## src/rtl/sigmoid_arbiter.sv

```systemverilog
// sigmoid_arbiter: round-robin sharing of one sigmoid ROM among the neurons of a layer,
// collecting each neuron's activation and pulsing layer_done once every neuron is served.
module sigmoid_arbiter #(
    parameter int NUM_NEURONS = 4,
    parameter int inWidth     = 5,
    parameter int dataWidth   = 16
) (
    input  logic                             clk,
    input  logic                             rst,
    input  logic                             start,
    input  logic [NUM_NEURONS-1:0]           req,
    input  logic [NUM_NEURONS*inWidth-1:0]   sum_in,
    output logic [NUM_NEURONS-1:0]           ack,
    output logic                             rom_in_val,
    output logic [inWidth-1:0]               rom_sig_in,
    input  logic [dataWidth-1:0]             rom_sig_out,
    output logic [NUM_NEURONS-1:0]           res_valid,
    output logic [NUM_NEURONS*dataWidth-1:0] res_data,
    output logic                             layer_done,
    output logic                             busy
);
    localparam int PW = $clog2(NUM_NEURONS);

    logic [PW-1:0]          ptr, tag, gnt;
    logic                   fly, found, done_now;
    logic [NUM_NEURONS-1:0] elig, tag_oh, next_valid;

    // Scan from the far end toward ptr so the last hit is the first eligible after ptr.
    always_comb begin
        tag_oh = fly ? NUM_NEURONS'(1) << tag : '0;
        elig = req & ~res_valid & ~tag_oh;
        found = 1'b0;
        gnt = '0;
        for (int k = NUM_NEURONS - 1; k >= 0; k--) begin
            if (elig[(int'(ptr) + k) % NUM_NEURONS] && !start) begin
                found = 1'b1;
                gnt = PW'((int'(ptr) + k) % NUM_NEURONS);
            end
        end
        ack = found ? NUM_NEURONS'(1) << gnt : '0;
        rom_in_val = found;
        rom_sig_in = found ? sum_in[int'(gnt)*inWidth +: inWidth] : '0;
        next_valid = res_valid | tag_oh;
        done_now = busy & (&next_valid);
    end

    always_ff @(posedge clk) begin
        if (rst) begin
            ptr        <= '0;
            tag        <= '0;
            fly        <= 1'b0;
            res_valid  <= '0;
            res_data   <= '0;
            layer_done <= 1'b0;
            busy       <= 1'b0;
        end else if (start) begin
            ptr        <= '0;
            fly        <= 1'b0;
            res_valid  <= '0;
            layer_done <= 1'b0;
            busy       <= 1'b1;
        end else begin
            if (fly)
                res_data[int'(tag)*dataWidth +: dataWidth] <= rom_sig_out;
            res_valid  <= next_valid;
            fly        <= found;
            if (found) begin
                ptr <= (int'(gnt) == NUM_NEURONS - 1) ? '0 : gnt + 1'b1;
                tag <= gnt;
            end
            layer_done <= done_now;
            if (done_now)
                busy <= 1'b0;
        end
    end
endmodule

```

## config.mk

```make
export PLATFORM = sky130hd
export DESIGN_NAME = sigmoid_arbiter
export DESIGN_NICKNAME = d
export VERILOG_FILES = /design/src/rtl/sigmoid_arbiter.sv
export SDC_FILE = /design/constraint.sdc
export NUM_CORES = 1
export LEC_CHECK = 0
export ABC_CLOCK_PERIOD_IN_PS = 2500
export BUFFER_PORTS_ARGS = -buffer_cell sky130_fd_sc_hd__buf_4
export CAP_MARGIN = 25
export CORE_MARGIN = 5
export CORE_UTILIZATION = 41
export DETAILED_ROUTE_END_ITERATION = 8
export MAX_ROUTING_LAYER = met4
export PLACE_DENSITY = 0.72
export REMOVE_ABC_BUFFERS = 1
export SYNTH_ARGS = -nofsm -noshare
export SYNTH_HDL_FRONTEND = slang
export SYNTH_SLANG_ARGS = --single-unit
export TNS_END_PERCENT = 20
```

## constraint.sdc

```tcl
create_clock -name clk -period 2.5 [get_ports clk]
set_input_delay 0.5 -clock clk [delete_from_list [all_inputs] [get_ports clk]]
set_output_delay 0.5 -clock clk [all_outputs]
set_load 0.01 [all_outputs]
```

==> impl_metrics.json <==
{
  "cp_cell_sequence": "buf_6, ha_4, a21oi_4, o311ai_4, buf_4, o2111a_2, nor4b_4, buf_4, nor3_2, a311oi_2, buf_4",
  "track_usage_pct": 23.6,
  "die_area_um2": 9320,
  "yosys.area_share.simple_pct": 23.0,
  "r2r_slack_ns": 0.08,
  "synth_compound_area_share_pct": 20.6,
  "finalSetupViolations": 9,
  "netlist_area_um2": 3070,
  "grt_overflow": 0,
  "period_needed_ns": 3.12,
  "min_period_over_period_pct": 125,
  "grt_start_max_net_pins": 43,
  "cp_data_arrival_time_ns": 2.62,
  "slew_headroom_pct": 56.0,
  "finalWirelength_um": 11200,
  "antenna_found_initial": 0,
  "cp_num_cells": 11,
  "synth_most_common_cell": "dfxtp_1",
  "syn-instance-count": 355,
  "fin_skew_ns": 0.00685,
  "ios": 123,
  "grt_pass1_vias": 3297,
  "synth_top_area_share_pct": 48.9,
  "critPathLaunchType": "flop",
  "wl_per_cell_um": 18.0,
  "hp-class": "in -> reg",
  "postSynthRegisterBits": 75,
  "critPathLaunch": "tag[1]",
  "start_util_pct": 42.1,
  "fin_nets": 567,
  "gp_congestion": 0.838,
  "clock-root-buffer": "clkbuf_8",
  "cp_slowest_stage_delay_ns": 0.35,
  "antenna-diode-count": 0,
  "crit_family": "compound AO/OA/AOI/OAI gates",
  "rsz0062_at_grt": "yes",
  "min-delay-start": "rom_sig_out[4]",
  "port_buffers": 122,
  "r2r_cells": 12,
  "finalHoldWorstSlack_ns": 0.422,
  "ys.flop_type": "dfxtp_1",
  "power_per_cell_area_nw_per_um2": 539,
  "cts_max_level": 3,
  "async_reset_ff_share_pct": 0,
  "dp_hpwl_um": 6980,
  "grt_pass1_wl_um": 16500,
  "core_area_um2": 7290,
  "dr.pass1.iters": 5,
  "vias": 3442,
  "worst_path_max_delay_cell": "dfxtp_2",
  "vdd_drop_max_mv": 0.278,
  "worstSkewPairLatency_ns": 0.34,
  "via_per_inst": 5.55,
  "synth_area_leaders": "dfxtp_1 (49%), a22oi_1 (12%), nor2_1 (7.2%)",
  "cts-buffers-inserted": 9,
  "worstPathRequired_ns": 2.00,
  "slew_violations": 0,
  "synth_edf_count": 0,
  "max_freq_mhz": 320,
  "avgSynthCellArea_um2": 8.65,
  "status": "finished, violations left",
  "final-hold-violation-count": 0,
  "synth.distinct_cells": 35,
  "finalPower_mw": 2.78,
  "violations": "setup timing",
  "cp_num_buf_inv": 4,
  "syn_to_final_growth_pct": 68.3,
  "clock_path_buffers": 2,
  "ys_top_cells_by_count": "dfxtp_1 (75), nor2_1 (59), a22oi_1 (49)",
  "synthAdderAreaFrac_pct": 3.26,
  "synth_warnings": 0,
  "cp-endpoint": "rom_sig_in[2]",
  "drt-initial-drc-count": 187,
  "setup_slack_ns": -0.622,
  "synth_xor_xnor_area_share_pct": 0,
  "rows": 31,
  "fp.dieW_um": 96.5,
  "worstMarginPinSlew_ns": 0.660,
  "synth_top_family_by_area": "simple AND/OR/NAND/NOR gates",
  "synthMuxAreaShare_pct": 0,
  "clock-sinks": 75,
  "ys_seq_area_share_pct": 48.9,
  "leakagePower_nw": 2.14,
  "ant_nets": 0,
  "drc": 0,
  "path_common_cell": "buf_4",
  "cap_violations": 0,
  "hold_path_depth": 3,
  "end_kind": "output pin",
  "worstReg2RegEnd": "ptr[0]",
  "synth.largest_area_cell": "dfxtp_1",
  "r2r-start": "tag[1]",
  "place_ws_ns": -0.472,
  "die_h_um": 96.5,
  "layout-drive-gt1-share_pct": 47.0,
  "cts_tree": "done",
  "critPathMaxFanout": 5,
  "clk_pin_slew_ns": 0.08,
  "worstSetupPathType": "reg -> out"
}
## metal layers
metal / up-vias / global-route usage (%) / part of all wire (%)
met1: 1645 / 28.6 / 40
met4: 0 / 7.01 / 1.8
met2: 165 / 39.7 / 49
li1: 1613 / - / -
met3: 19 / 4.73 / 8.9
met5: - / - / 0
## kinds of logic (layout without fill, tap and decap cells)
group / count (synthesis) / in the layout
AOI/OAI and AO/OA: 91 / 93
adders and majority gates: 8 / 8
buffers and inverters: 34 / 198
DFF: 75 / 75
and+or+nand+nor: 147 / 147
## tightest hold or removal path, cell delays in order
cell	delay (ns)
buf_4	0.10
a22oi_1	0.06
nor2_1	0.07
## power breakdown
part	leakage [nW]	total, mW	switching [mW]	internal [mW]
Sequential	0.607	1.23	0.0171	1.21
Combinational	1.41	0.485	0.256	0.229
Clock	0.115	1.07	0.472	0.602
Total	2.14	2.78	0.746	2.04
## what timing repair did
item	CTS	global route
setup endpoints to repair	12	11
gates resized for setup	73	18
setup buffers	7	7
hold buffers	0	0
pin swaps	32	19
gates cloned	3	0
endpoints found under the hold margin	0	0
## cells in the final DEF (no fill, tap or decap), types with 3 or more instances in the layout
| cell type | synthesis | routed |
|---|---|---|
| clkbuf_8 | 0 | 10 |
| a21oi_4 | 0 | 4 |
| ha_4 | 0 | 5 |
| nand3_1 | 19 | 19 |
| a311oi_2 | 0 | 5 |
| a22oi_1 | 49 | 48 |
| buf_4 | 0 | 162 |
| nor2_1 | 59 | 59 |
| nor3_1 | 12 | 8 |
| nand2_1 | 32 | 30 |
| dfxtp_1 | 75 | 73 |
| nor4b_4 | 0 | 12 |
| buf_6 | 0 | 9 |
| a21oi_1 | 26 | 22 |
| nor3_2 | 0 | 3 |
| inv_1 | 8 | 6 |
| and2_1 | 5 | 3 |
## metrics by stage
stage          utilization [%]  cells  instance area (um^2)  setup TNS, ns
6_report                  70.9    620                  5170          -4.96
4_1_cts                   68.9    613                  5020          -4.64
3_5_place_dp              59.1    587                  4310          -4.34
3_3_place_gp              59.1    587                  4310          -2.99
2_1_floorplan                -    330                  2970          -3.72
5_1_grt                   70.9    620                  5170          -6.18
## registers in the layout, summed over array words and instances (netlist names)
name,flops
busy,1
res_data,64
tag,2
res_valid,4
layer_done,1
ptr,2
fly,1
## how the worst min path moves through the flow
stage and endpoint:
2_1_floorplan res_data[0], 3_3_place_gp layer_done, 3_5_place_dp layer_done, 4_1_cts res_data[36], 5_1_grt res_data[52], 6_report res_data[20]
## final cells by class
type                            instances  area (um^2)
Clock buffer                           10          138
Inverter                                9         38.8
Sequential cell                        75         1510
Timing Repair inverter                  1         7.51
Fill cell                             536         2120
Tap cell                               99          124
Timing Repair Buffer                  172         1330
Multi-Input combinational cell        248         1920
Clock inverter                          6         96.3
Note: power is estimated with default switching activity, not from simulation.
